$ cat src/rtl/decryption_arbiter_pkg.sv
// Shared definitions for the decryption arbiter: FSM states, tag layout and
// a helper to assemble a tag word.
package decryption_arbiter_pkg;

    // Width of a requester id (two requesters)
    localparam int REQ_ID_W = 1;

    // Tag layout: {valid, id, last}
    localparam int TAG_LAST = 0;
    localparam int TAG_ID   = 1;
    localparam int TAG_V    = TAG_ID + REQ_ID_W;
    localparam int TAG_W    = TAG_V + 1;

    typedef enum logic [1:0] {
        ST_IDLE  = 2'd0,
        ST_GRANT = 2'd1,
        ST_DRAIN = 2'd2
    } state_t;

    function automatic logic [TAG_W-1:0] make_tag(
        input logic                v,
        input logic [REQ_ID_W-1:0] id,
        input logic                last
    );
        return {v, id, last};
    endfunction

endpackage

$ cat src/rtl/decryption_arbiter_tag_delay.sv
// Tag delay line: a DEPTH-stage shift register that carries the
// {valid, id, last} tag of each engine slot so it lines up with the
// engine's result.
module arb_tag_delay #(
    parameter int DEPTH = 2,
    parameter int WIDTH = 3
) (
    input  logic             clk,
    input  logic             rst,
    input  logic [WIDTH-1:0] din,
    output logic [WIDTH-1:0] dout
);

    logic [DEPTH-1:0][WIDTH-1:0] stage_reg;

    // Shift one tag per cycle; reset clears every in-flight tag
    always_ff @(posedge clk or posedge rst) begin
        if (rst) begin
            stage_reg <= '0;
        end else begin
            for (int i = DEPTH - 1; i > 0; i--) begin
                stage_reg[i] <= stage_reg[i-1];
            end
            stage_reg[0] <= din;
        end
    end

    assign dout = stage_reg[DEPTH-1];

endmodule

$ cat src/rtl/decryption_arbiter.sv
// Packet-level round-robin arbiter sharing one decryption engine between two
// requesters. Holds the grant until the last word, latches the key at grant,
// and tags engine results with requester id and last flag.
module decryption_arbiter
    import decryption_arbiter_pkg::*;
#(
    parameter int D_WIDTH   = 8,
    parameter int KEY_WIDTH = 16,
    parameter int ENG_LAT   = 1
) (
    input  logic                   clk,
    input  logic                   rst,
    input  logic [2*D_WIDTH-1:0]   data_i,
    input  logic [1:0]             valid_i,
    input  logic [1:0]             last_i,
    input  logic [2*KEY_WIDTH-1:0] key_i,
    output logic [1:0]             busy_o,
    output logic [D_WIDTH-1:0]     eng_data_o,
    output logic                   eng_valid_o,
    output logic [KEY_WIDTH-1:0]   eng_key_o,
    input  logic [D_WIDTH-1:0]     eng_data_i,
    input  logic                   eng_valid_i,
    output logic [D_WIDTH-1:0]     data_o,
    output logic                   valid_o,
    output logic                   id_o,
    output logic                   last_o,
    output logic                   err_o
);

    localparam int CNT_W = (ENG_LAT < 1) ? 1 : $clog2(ENG_LAT + 1);

    state_t                state_reg, state_next;
    logic [REQ_ID_W-1:0]   gnt_reg;
    logic [REQ_ID_W-1:0]   rr_ptr_reg;
    logic [REQ_ID_W-1:0]   winner;
    logic [CNT_W-1:0]      drain_cnt_reg;
    logic                  err_reg;
    logic                  accept;
    logic                  gnt_last;
    logic [D_WIDTH-1:0]    gnt_data;
    logic [KEY_WIDTH-1:0]  winner_key;
    logic [TAG_W-1:0]      tag_in;
    logic [TAG_W-1:0]      tag_out;

    // Requester-side muxes: granted word and the key of the IDLE winner
    assign winner     = valid_i[rr_ptr_reg] ? rr_ptr_reg : ~rr_ptr_reg;
    assign gnt_data   = gnt_reg[0] ? data_i[2*D_WIDTH-1:D_WIDTH] : data_i[D_WIDTH-1:0];
    assign gnt_last   = last_i[gnt_reg];
    assign winner_key = winner[0] ? key_i[2*KEY_WIDTH-1:KEY_WIDTH] : key_i[KEY_WIDTH-1:0];

    // Next-state, handshake and tag generation
    always_comb begin
        state_next = state_reg;
        busy_o     = 2'b11;
        accept     = 1'b0;
        tag_in     = make_tag(1'b0, '0, 1'b0);
        case (state_reg)
            ST_IDLE: begin
                if (valid_i != 2'b00) begin
                    state_next = ST_GRANT;
                end
            end
            ST_GRANT: begin
                busy_o = gnt_reg[0] ? 2'b01 : 2'b10;
                accept = valid_i[gnt_reg];
                if (accept) begin
                    tag_in = make_tag(1'b1, gnt_reg, gnt_last);
                    if (gnt_last) begin
                        state_next = ST_DRAIN;
                    end
                end
            end
            ST_DRAIN: begin
                if (drain_cnt_reg == '0) begin
                    state_next = ST_IDLE;
                end
            end
            default: state_next = ST_IDLE;
        endcase
    end

    // FSM state register
    always_ff @(posedge clk or posedge rst) begin
        if (rst) begin
            state_reg <= ST_IDLE;
        end else begin
            state_reg <= state_next;
        end
    end

    // Grant, key latch, engine drive, drain counter and round-robin pointer
    always_ff @(posedge clk or posedge rst) begin
        if (rst) begin
            gnt_reg       <= '0;
            rr_ptr_reg    <= '0;
            drain_cnt_reg <= '0;
            eng_data_o    <= '0;
            eng_valid_o   <= 1'b0;
            eng_key_o     <= '0;
        end else begin
            case (state_reg)
                ST_IDLE: begin
                    eng_valid_o <= 1'b0;
                    if (valid_i != 2'b00) begin
                        gnt_reg   <= winner;
                        eng_key_o <= winner_key;
                    end
                end
                ST_GRANT: begin
                    eng_valid_o <= accept;
                    if (accept) begin
                        eng_data_o <= gnt_data;
                        if (gnt_last) begin
                            drain_cnt_reg <= CNT_W'(ENG_LAT);
                        end
                    end
                end
                ST_DRAIN: begin
                    eng_valid_o <= 1'b0;
                    if (drain_cnt_reg == '0) begin
                        rr_ptr_reg <= ~gnt_reg;
                    end else begin
                        drain_cnt_reg <= drain_cnt_reg - CNT_W'(1);
                    end
                end
                default: eng_valid_o <= 1'b0;
            endcase
        end
    end

    // Sticky error: engine valid disagrees with the tag expected this cycle
    always_ff @(posedge clk or posedge rst) begin
        if (rst) begin
            err_reg <= 1'b0;
        end else if (eng_valid_i != tag_out[TAG_V]) begin
            err_reg <= 1'b1;
        end
    end

    arb_tag_delay #(
        .DEPTH (ENG_LAT + 1),
        .WIDTH (TAG_W)
    ) u_tag_delay (
        .clk  (clk),
        .rst  (rst),
        .din  (tag_in),
        .dout (tag_out)
    );

    assign data_o  = eng_data_i;
    assign valid_o = tag_out[TAG_V];
    assign id_o    = tag_out[TAG_ID];
    assign last_o  = tag_out[TAG_V] & tag_out[TAG_LAST];
    assign err_o   = err_reg;

endmodule

$ cat config.mk
export PLATFORM = sky130hd
export DESIGN_NAME = decryption_arbiter
export DESIGN_NICKNAME = d
export VERILOG_FILES = /design/src/rtl/decryption_arbiter_pkg.sv /design/src/rtl/decryption_arbiter_tag_delay.sv /design/src/rtl/decryption_arbiter.sv
export SDC_FILE = /design/constraint.sdc
export NUM_CORES = 1
export LEC_CHECK = 0
export ABC_AREA = 1
export BUFFER_PORTS_ARGS = -buffer_cell sky130_fd_sc_hd__buf_4
export CAP_MARGIN = 40
export CORE_MARGIN = 2
export CORE_UTILIZATION = 44
export DETAILED_ROUTE_END_ITERATION = 7
export GPL_ROUTABILITY_DRIVEN = 1
export GPL_TIMING_DRIVEN = 0
export PLACE_DENSITY = 0.84
export SLEW_MARGIN = 10
export SYNTH_ARGS = -nofsm -noshare
export SYNTH_HDL_FRONTEND = slang
export SYNTH_SLANG_ARGS = --single-unit
$ cat constraint.sdc
create_clock -name clk -period 1.5 [get_ports clk]
set_input_delay 0.075 -clock clk [delete_from_list [all_inputs] [get_ports clk]]
set_output_delay 0.075 -clock clk [all_outputs]
set_load 0.005 [all_outputs]
# Word-level counts from Yosys, hierarchy flattened
# Index checks and enable logic that the tools add are counted.
dict set report word_totals {
  ff_bits 37
  latchBits 0
  ram_bits 0
  romBits 0
  wordCells 57
  mem_count 0
}
dict set report classes {
  addsub 1
  n_mul 0
  div 0
  order_cmp 2
  n_eq_ne 8
  shift 0
  mux 24
  bitwise_logic 4
  n_reduce_logical 8
}
# cell n
set op_table {}
lappend op_table {{$mux 16} 1}
lappend op_table {{$mux 1} 12}
lappend op_table {{$mux 2} 6}
lappend op_table {{$ne 2x2->1 const B} 5}
lappend op_table {{$mux 8} 1}
lappend op_table {{$mux 3} 2}
lappend op_table {{$pmux 2 s3} 1}
lappend op_table {{$reduce_and 2->1} 3}
lappend op_table {{$lt 1x2->1 const B} 2}
lappend op_table {{$reduce_and 4->1} 1}
lappend op_table {{$reduce_bool 2->1} 2}
lappend op_table {{$not 1->1} 3}
lappend op_table {{$reduce_and 3->1} 1}
lappend op_table {{$eq 2x1->1 const B} 1}
lappend op_table {{$eq 2x2->1 const B} 1}
lappend op_table {{$logic_not 2->1} 1}
lappend op_table {{$pmux 1 s2} 1}
lappend op_table {{$and 1x1->1} 1}
lappend op_table {{$ne 1x1->1} 1}
lappend op_table {{$sub 1x1->1 const B} 1}

# Logic depth before layout (Yosys ltp)
# Gate-level depths: netlist of run 1.
dict set report logic_depth {
  word_depth 5
  depth_mapped 7
}

# Cells and area by module
# From an unflattened synthesis of run 1, not the netlist that was laid out.
dict set report unflattened {
  cells_unflattened 235
  hier_area_um2 1814.2
}
# mod n_inst cells_per_inst area_each_um2 seq_area_each_um2
set by_module_without_submodules {}
lappend by_module_without_submodules {decryption_arbiter 1 225 1637.8 775.7}
lappend by_module_without_submodules {arb_tag_delay 1 10 176.4 150.1}

# Least setup slack after synthesis of run 1
# Ideal clock, no wire load.
dict set report synth_timing {
  kind {flip-flop to flip-flop}
  from {reg state_reg[0]}
  to {reg eng_key_o[0]}
  setup_ns 0.117
  arrival_time_ns 1.077
  setup_slack_ns 0.306
  path_stages_with_launch 6
  path_buffers 1
  path_cell_list {dfrtp_1 -> nor3_4 -> inv_2 -> buf_6 -> nand2_1 -> nand2_1}
}
dict set report synth_via {
  elab_chain_len 2
}
# item line_no
set synth_rtl {}
lappend synth_rtl {{from (decl)} decryption_arbiter.sv:32} ;# state_t state_reg, state_next;
lappend synth_rtl {{from (signal assigned)} decryption_arbiter.sv:87} ;# state_reg <= state_next;
lappend synth_rtl {{$logic_not 2->1} decryption_arbiter.sv:101} ;# case (state_reg)
lappend synth_rtl {{$reduce_and 2->1 (no line)} --}
lappend synth_rtl {{to (signal assigned)} decryption_arbiter.sv:106} ;# eng_key_o <= winner_key;
lappend synth_rtl {{to (decl)} decryption_arbiter.sv:20} ;# output logic [KEY_WIDTH-1:0] eng_key_o,
# No other way between the ends.
# A chain may end at the register's enable or synchronous reset.

# Worst setup path in the final report of run 1
dict set report layout_timing {
  from {reg gnt_reg}
  to {out busy_o[1]}
}
dict set report layout_via {
  elab_chain_len 2
}
# item line_no
set layout_rtl {}
lappend layout_rtl {{from (decl)} decryption_arbiter.sv:33} ;# logic [REQ_ID_W-1:0] gnt_reg;
lappend layout_rtl {{from (signal assigned)} decryption_arbiter.sv:105} ;# gnt_reg <= winner;
lappend layout_rtl {{$mux 2} decryption_arbiter.sv:64} ;# busy_o = gnt_reg[0] ? 2'b01 : 2'b10;
lappend layout_rtl {{$mux 2} decryption_arbiter.sv:57} ;# case (state_reg)
lappend layout_rtl {{to (decl)} decryption_arbiter.sv:17} ;# output logic [1:0] busy_o,
# No other way between the ends.

==> impl_summary.log, run 1 <==
[metrics] result of the run: completed
[metrics] commonest non-fill, non-tap cell in the layout: sky130_fd_sc_hd__buf_4
[metrics] Gate Count Post-Synth: 241
[metrics] placeable core area: 0.00397 mm²
[metrics] Largest register FFs: 16
[metrics] gp weighted congestion: 0.845
[metrics] max-capacitance violation count: 0
[metrics] register name with the most flops: eng_key_o
[metrics] CTS root buf: sky130_fd_sc_hd__clkbuf_8
[metrics] wire length on met3: 306 µm
[metrics] Static Leak: 0.00161 µW
[metrics] number of antenna violations at the first check in global routing: 0
[metrics] count of final hold-check violations: 0
[metrics] average wire per cell in the routed design: 11.1 µm
[metrics] number of endpoints failing setup at the final stage: 0
[metrics] initial drt markers: 80
[metrics] hold path endpoint: u_tag_delay.stage_reg[1]$_DFF_PP0_
[metrics] Worst Path Max Fanout: 10
[metrics] timing-limited maximum frequency: 0.729 GHz
[metrics] first-pass GRT wire length: 7020 µm
[metrics] number of antenna repair diodes: 0
[metrics] Setup TNS: 0 ps
[metrics] leading cell types in the layout, fill and taps excluded: sky130_fd_sc_hd__buf_4 (106), sky130_fd_sc_hd__nand2_1 (93), sky130_fd_sc_hd__inv_1 (42), sky130_fd_sc_hd__dfrtp_1 (36), sky130_fd_sc_hd__o21ai_0 (18)
[metrics] Vias per Instance: 4.59
[metrics] post-synth top area share: 0.500
[metrics] relative area change from synthesis to final layout: 51.1%
[metrics] Max Transition Viols Final: 0
[metrics] Worst-Skew Late Latency: 280 ps
[metrics] number of distinct standard cells referenced by the synthesized netlist: 17
[metrics] number of remaining DRC errors: 0
[metrics] Port Buffers: 93
[metrics] CP required: between 1000 and 1500 ps
[metrics] CTS H-tree lvls: 2
[metrics] power density cells: 1720 mW/mm²
[metrics] Die Height: just under 70 µm
[metrics] average instance area after synthesis: 7.48 µm²
[metrics] Syn Std Cell Area: 0.00180 mm²
[metrics] detailed-route wire length on metal 1: 1700 µm
[metrics] clock transition at the registers of the reported paths: 60 ps
[metrics] min-delay src: valid_i[1]
[metrics] capturing point of the worst reg2reg path: eng_key_o[7]$_DFFE_PP0P_
[metrics] starting utilization of the core area: 0.454
[metrics] routed length on met2: between 2000 and 2500 µm
[metrics] drt pass-1 iters: 4
[metrics] worst reg-to-reg setup slack: roughly 130 ps
[metrics] routed via count: 1822
[metrics] Cells on Worst Hold Path: 3
[metrics] kind of start point of the critical path: register
[metrics] Detail Placement HPWL: approximately 3400 µm
[metrics] io pins: around 100
[metrics] uppermost signal routing layer after detailed routing: met4
[metrics] clock tree sinks: 36
[metrics] Yosys reg bits: 36
[metrics] total die area: 0.00463 mm²
[metrics] share of the clock period used by the worst path after layout: 0.914
[metrics] antenna violation net count after detailed routing: 0
[metrics] post-layout min period: 1370 ps
[metrics] FF-to-FF path depth: 7
[metrics] maximum buffer depth of the clock tree: 2
[metrics] RR Startpoint: rr_ptr_reg$_DFFE_PP0P_
[metrics] sum of overflow across all layers after global routing: 0
[metrics] endpoint type of the worst setup path: output port
[metrics] nets in the synthesized netlist: 304
[metrics] Synthesis Warnings: 0
[metrics] TritonCTS clock tree: yes
[metrics] layout cell share with drive strength beyond 1: 0.380
[metrics] Clock Skews: 4.77 ps
[metrics] overall track demand over capacity in global routing: 0.203
[metrics] worst min-delay path category: input port to register
[metrics] final worst-path setup slack: 128 ps
[metrics] total wire length after detailed routing: 4400 µm
[metrics] number of CTS-inserted buffers: 5
[metrics] Area contributors post-synth: sky130_fd_sc_hd__dfrtp_1 (50%), sky130_fd_sc_hd__nand2_1 (20%), sky130_fd_sc_hd__inv_1 (9.0%), sky130_fd_sc_hd__o21ai_0 (5.0%), sky130_fd_sc_hd__nand3_1 (4.7%)
[metrics] # rows: 23
[metrics] Arrival @ worst endpoint: 1300 ps
[metrics] sequential area share after synthesis: 0.500
[metrics] cell taking the most area after synthesis: sky130_fd_sc_hd__dfrtp_1
[metrics] normalized max-slew margin: 0.531
[metrics] pin count of the biggest net entering global routing: 37
[metrics] transition time at the pin with the least slew margin: 703 ps
[metrics] Crit Path Category: register to output port
[metrics] final net count: 410
[metrics] setup repair after global routing missed its margin: false
[metrics] maximum VDD drop: slightly below 0.9 mV
[metrics] post-placement worst setup slack: 75.5 ps
[metrics] die width: 68.0 µm
[metrics] vias in the first global route: 1610
[where the power goes]
| part | total, µW | internal, µW | switching, µW |
|---|---|---|---|
| sequential | 1720 | 1430 | 286 |
| combinational | 2250 | 1130 | 1130 |
| clock | 712 | 408 | 304 |
| total | 4690 | 2970 | 1720 |
[Yosys cell counts, drive strengths merged]
| cell | n |
|---|---|
| or2 | 8 |
| nand2 | 94 |
| o21ai | 20 |
| dfrtp | 36 |
| a21oi | 2 |
| clkbuf | 2 |
| inv | 44 |
| nor3 | 1 |
| nand3 | 17 |
| buf | 13 |
| nor2 | 4 |
[worst max-delay path: stages, from the launching register on]
cell	delay, ps
sky130_fd_sc_hd__dfrtp_1	400
sky130_fd_sc_hd__clkbuf_1	330
sky130_fd_sc_hd__nand2_1	130
sky130_fd_sc_hd__buf_4	160
[through the flow]
step	power, µW	utilization	std cells	hold slack (ps)	instance area [µm²]
6_report	4690	0.686	397	60.4	2720
5_1_grt	5110	0.686	397	64.8	2720
4_1_cts	4640	0.675	393	49.1	2680
3_5_place_dp	3910	0.646	384	256	2560
3_3_place_gp	3800	0.646	384	278	2560
2_1_floorplan	2820	-	241	171	1800
[final cells by class]
| class | instances | area [µm²] |
|---|---|---|
| repair buffers | 99 | 748 |
| plain buffers | 15 | 105 |
| clock buffers | 7 | 96.3 |
| inverters | 44 | 165 |
| multi-input cells | 146 | 646 |
| fillers | 343 | 1250 |
| well taps | 50 | 62.6 |
| flip-flops and latches | 36 | 901 |
[per-layer routing]
| layer | track usage | up-vias |
|---|---|---|
| met2 | 0.362 | 65 |
| met4 | 0.0850 | 0 |
| met5 | 0 | - |
| met3 | 0.0493 | 11 |
| li1 | - | 920 |
| met1 | 0.230 | 826 |
[worst max-delay path by stage]
stage / from / to / cells past startpoint
3_5_place_dp: state_reg[0]$_DFFE_PP0P_ / eng_key_o[5]$_DFFE_PP0P_ / 5
4_1_cts: gnt_reg$_DFFE_PP0P_ / busy_o[0] / 4
3_3_place_gp: state_reg[0]$_DFFE_PP0P_ / eng_key_o[3]$_DFFE_PP0P_ / 5
6_report: gnt_reg$_DFFE_PP0P_ / busy_o[1] / 3
5_1_grt: rr_ptr_reg$_DFFE_PP0P_ / eng_key_o[5]$_DFFE_PP0P_ / 6
2_1_floorplan: state_reg[0]$_DFFE_PP0P_ / eng_key_o[0]$_DFFE_PP0P_ / 5
[repair_timing]
item / CTS / global route
gates resized for setup: 0 / 5
hold endpoints to repair: 37 / 0
endpoints found under the setup margin: 0 / 18
hold buffers: 2 / 0
buffers inserted: 0 / 4
[cells by family after synthesis]
logic type,after synthesis,share of synthesized area
buffers and inverters,59,0.148
AO/OA/AOI/OAI,22,0.0632
AND/OR/NAND/NOR,124,0.289
flip-flops,36,0.500
Note: power is estimated with default switching activity, not from simulation.
==> inputs of run 2 (changes only) <==
--- a/config.mk
+++ b/config.mk
@@ -6,14 +6,15 @@
 export NUM_CORES = 1
 export LEC_CHECK = 0
 export ABC_AREA = 1
+export ABC_CLOCK_PERIOD_IN_PS = 1500
 export BUFFER_PORTS_ARGS = -buffer_cell sky130_fd_sc_hd__buf_4
 export CAP_MARGIN = 40
 export CORE_MARGIN = 2
-export CORE_UTILIZATION = 44
+export CORE_UTILIZATION = 30
 export DETAILED_ROUTE_END_ITERATION = 7
 export GPL_ROUTABILITY_DRIVEN = 1
 export GPL_TIMING_DRIVEN = 0
-export PLACE_DENSITY = 0.84
+export PLACE_DENSITY = 0.62
 export SLEW_MARGIN = 10
 export SYNTH_ARGS = -nofsm -noshare
 export SYNTH_HDL_FRONTEND = slang
==> run 2 against run 1 <==
Net effect: sequential power hardly changed; sequential share of layout area down 0.11 points; combinational power is 2% lower; clock skew is 6.3 ps higher; highest routed layer unchanged; final cell count is 6.0% higher.
==> impl_summary.log, run 2 (same netlist as run 1, synthesis figures left out) <==
[metrics] number of buffers and inverters on the critical path: 2 (unchanged)
[metrics] normalized max-slew margin: 0.503 (was 0.531)
[metrics] internal power of the cells: 2850 µW (was 2970 µW)
[metrics] Worst-Skew Late Latency: 290 ps (was 280 ps)
[metrics] commonest non-fill, non-tap cell in the layout: sky130_fd_sc_hd__buf_4 (unchanged)
[metrics] RR Startpoint: rr_ptr_reg$_DFFE_PP0P_ (unchanged)
[metrics] Setup TNS: 0 ps (unchanged)
[metrics] routed via count: 1769 (was 1822)
[metrics] CP required: 1670 ps (was 1420 ps)
[metrics] total wire length after detailed routing: 4600 µm (was 4400 µm)
[metrics] layout cell share with drive strength beyond 1: 0.382 (was 0.380)
[metrics] most frequent cell on the critical path: sky130_fd_sc_hd__nand2_1
[metrics] overall track demand over capacity in global routing: 0.150 (was 0.203)
[metrics] die width: 81.5 µm (was 68.0 µm)
[metrics] kind of cell adding the most delay to the critical path: simple AND/OR/NAND/NOR gates (was buffers and inverters)
[metrics] combinational fraction of design power: 0.480 (was 0.481)
[metrics] Largest register FFs: 16 (unchanged)
[metrics] Max Transition Viols Final: 0 (unchanged)
[metrics] Static Leak: 0.00160 µW (was 0.00161 µW)
[metrics] register name with the most flops: eng_key_o (unchanged)
[metrics] post-layout min period: 1330 ps (was 1370 ps)
[metrics] maximum VDD drop: 0.583 mV (was 0.889 mV)
[metrics] initial drt markers: 78 (was 80)
[metrics] number of CTS-inserted buffers: 5 (unchanged)
[metrics] maximum buffer depth of the clock tree: 2 (unchanged)
[metrics] number of remaining DRC errors: 0 (unchanged)
[metrics] relative area change from synthesis to final layout: 51.6% (was 51.1%)
[metrics] Clock Skews: 11.1 ps (was 4.77 ps)
[metrics] sum of overflow across all layers after global routing: 0 (unchanged)
[metrics] placeable core area: 0.00585 mm² (was 0.00397 mm²)
[metrics] Crit Path Category: register to register (was register to output port)
[metrics] Die Height: 81.5 µm (was 68.0 µm)
[metrics] Port Buffers: 93 (unchanged)
[metrics] max-capacitance violation count: 0 (unchanged)
[metrics] worst reg-to-reg setup slack: 170 ps (was 130 ps)
[metrics] hold path endpoint: u_tag_delay.stage_reg[1]$_DFF_PP0_ (unchanged)
[metrics] Detail Placement HPWL: 3510 µm (was 3410 µm)
[metrics] total placed cells including tap cells: 409 (was 384)
[metrics] final worst-path setup slack: 169 ps (was 128 ps)
[metrics] post-detailed-placement cell area: 0.00259 mm² (was 0.00256 mm²)
[metrics] Arrival @ worst endpoint: 1500 ps (was 1300 ps)
[metrics] io pins: 102 (unchanged)
[metrics] CTS root buf: sky130_fd_sc_hd__clkbuf_8 (unchanged)
[metrics] TritonCTS clock tree: yes (unchanged)
[metrics] leading cell types in the layout, fill and taps excluded: sky130_fd_sc_hd__buf_4 (105), sky130_fd_sc_hd__nand2_1 (93), sky130_fd_sc_hd__inv_1 (42), sky130_fd_sc_hd__dfrtp_1 (36), sky130_fd_sc_hd__o21ai_0 (18) (was sky130_fd_sc_hd__buf_4 (106), sky130_fd_sc_hd__nand2_1 (93), sky130_fd_sc_hd__inv_1 (42), sky130_fd_sc_hd__dfrtp_1 (36), sky130_fd_sc_hd__o21ai_0 (18))
[metrics] pin count of the biggest net entering global routing: 37 (unchanged)
[metrics] result of the run: completed (unchanged)
[metrics] kind of start point of the critical path: register (unchanged)
[metrics] FF-to-FF path depth: 7 (unchanged)
[metrics] clock transition at the registers of the reported paths: 70 ps (was 60 ps)
[metrics] final net count: 408 (was 410)
[metrics] timing-limited maximum frequency: 0.751 GHz (was 0.729 GHz)
[metrics] final design instance area without fill: 0.00273 mm² (was 0.00272 mm²)
[metrics] min-delay src: valid_i[1] (unchanged)
[metrics] CTS H-tree lvls: 2 (unchanged)
[metrics] sequential group share of total power: 0.373 (was 0.367)
[metrics] total area of sequential cells: 901 µm² (unchanged)
[metrics] capturing point of the worst reg2reg path: eng_key_o[4]$_DFFE_PP0P_ (was eng_key_o[7]$_DFFE_PP0P_)
[metrics] chain of cells forming the critical path: inv_1 -> nand2_1 -> nand2_1 -> buf_4 -> nand2_1 -> nand3_1 -> nand2_1 (was clkbuf_1 -> nand2_1 -> buf_4)
[metrics] first-pass GRT wire length: 7550 µm (was 7020 µm)
[metrics] share of the clock period used by the worst path after layout: 0.887 (was 0.914)
[metrics] multi-input logic area: 646 µm² (unchanged)
[metrics] Worst Path Max Fanout: 10 (unchanged)
[metrics] starting utilization of the core area: 0.308 (was 0.454)
[metrics] setup repair after global routing missed its margin: false (unchanged)
[metrics] total die area: 0.00665 mm² (was 0.00463 mm²)
[metrics] Post-Route Hold Slack: 59.6 ps (was 60.4 ps)
[metrics] drt pass-1 iters: 3 (was 4)
[metrics] antenna violation net count after detailed routing: 0 (unchanged)
[metrics] fraction of power spent switching nets: 0.380 (was 0.367)
[metrics] count of final hold-check violations: 0 (unchanged)
[metrics] switching power total: 1740 µW (was 1720 µW)
[metrics] power density cells: 1680 mW/mm² (was 1720 mW/mm²)
[metrics] Worst path max stage delay: 440 ps (was 400 ps)
[metrics] gp weighted congestion: 0.817 (was 0.845)
[metrics] Vias per Instance: 4.20 (was 4.59)
[metrics] transition time at the pin with the least slew margin: 745 ps (was 703 ps)
[metrics] proportion of power drawn by the clock network: 0.147 (was 0.152)
[metrics] filler instances: 610 (was 343)
[metrics] # rows: 28 (was 23)
[metrics] worst min-delay path category: input port to register (unchanged)
[metrics] number of antenna violations at the first check in global routing: 0 (unchanged)
[metrics] clock tree sinks: 36 (unchanged)
[metrics] vias in the first global route: 1733 (was 1610)
[metrics] final std cells w/o fill: 421 (was 397)
[metrics] post-placement worst setup slack: 52.6 ps (was 75.5 ps)
[metrics] average wire per cell in the routed design: 10.9 µm (was 11.1 µm)
[metrics] Cells on Worst Hold Path: 3 (unchanged)
[metrics] number of antenna repair diodes: 0 (unchanged)
[metrics] number of endpoints failing setup at the final stage: 0 (unchanged)
[metrics] master of the slowest instance on the critical path: sky130_fd_sc_hd__dfrtp_1 (unchanged)
[metrics] endpoint type of the worst setup path: register (was output port)
-- run 2: changes by cell type in the layout (fill, tap and decap cells not counted), sizes merged --
cell / before / now
buf: 109 / 108
clkbuf: 10 / 7
clkinv: 0 / 3
-- run 2: how the worst max path moves through the flow --
stage	startpoint	to	cells past startpoint
global route	rr_ptr_reg$_DFFE_PP0P_	eng_key_o[2]$_DFFE_PP0P_	6
finish	rr_ptr_reg$_DFFE_PP0P_	eng_key_o[4]$_DFFE_PP0P_	7
CTS	gnt_reg$_DFFE_PP0P_	busy_o[0]	4
detailed placement	state_reg[0]$_DFFE_PP0P_	eng_key_o[4]$_DFFE_PP0P_	5
floorplan	state_reg[0]$_DFFE_PP0P_	eng_key_o[0]$_DFFE_PP0P_	5
global placement	state_reg[0]$_DFFE_PP0P_	eng_key_o[4]$_DFFE_PP0P_	5
-- run 2: power groups by stage --
stage	Combinational (µW)	Clock, µW	Sequential [µW]
floorplan	1100	0	1720
global placement	2140	0	1710
detailed placement	2190	0	1730
CTS	2190	710	1710
global route	2550	762	1780
finish	2210	673	1710
-- run 2: repair_timing --
item	CTS	global route
hold buffers	2	0
endpoints found under the hold margin	37	0
endpoints found under the setup margin	0	11
buffers inserted	0	2
gates resized for setup	0	8
-- run 2: layout make-up --
| type | count | area share |
|---|---|---|
| Sequential cell | 36 | 0.330 |
| Timing Repair Buffer | 97 | 0.268 |
| Tap cell | 75 | 0.0343 |
| Inverter | 44 | 0.0604 |
| Buffer | 15 | 0.0389 |
| Multi-Input combinational cell | 146 | 0.236 |
| Clock inverter | 3 | 0.00687 |
| Clock buffer | 5 | 0.0252 |
-- run 2: worst register-to-register path, cell delays in order (launching register included) --
cell and delay, ps:
sky130_fd_sc_hd__dfrtp_1 440, sky130_fd_sc_hd__inv_1 90, sky130_fd_sc_hd__nand2_1 50, sky130_fd_sc_hd__nand2_1 210, sky130_fd_sc_hd__buf_4 230, sky130_fd_sc_hd__nand2_1 60
sky130_fd_sc_hd__nand3_1 80, sky130_fd_sc_hd__nand2_1 50
-- run 2: per-stage QoR --
stage	total power (µW)	utilization
2_1_floorplan	2820	-
3_3_place_gp	3860	0.444
3_5_place_dp	3910	0.444
4_1_cts	4620	0.462
5_1_grt	5090	0.467
6_report	4590	0.467
-- run 2: routing by layer --
metal / track usage / wire length (µm) / vias up
li1: - / - / 919
met1: 0.172 / 1960 / 795
met2: 0.266 / 2330 / 51
met3: 0.0396 / 247 / 4
met4: 0.0559 / 66 / 0
met5: 0 / 0 / -
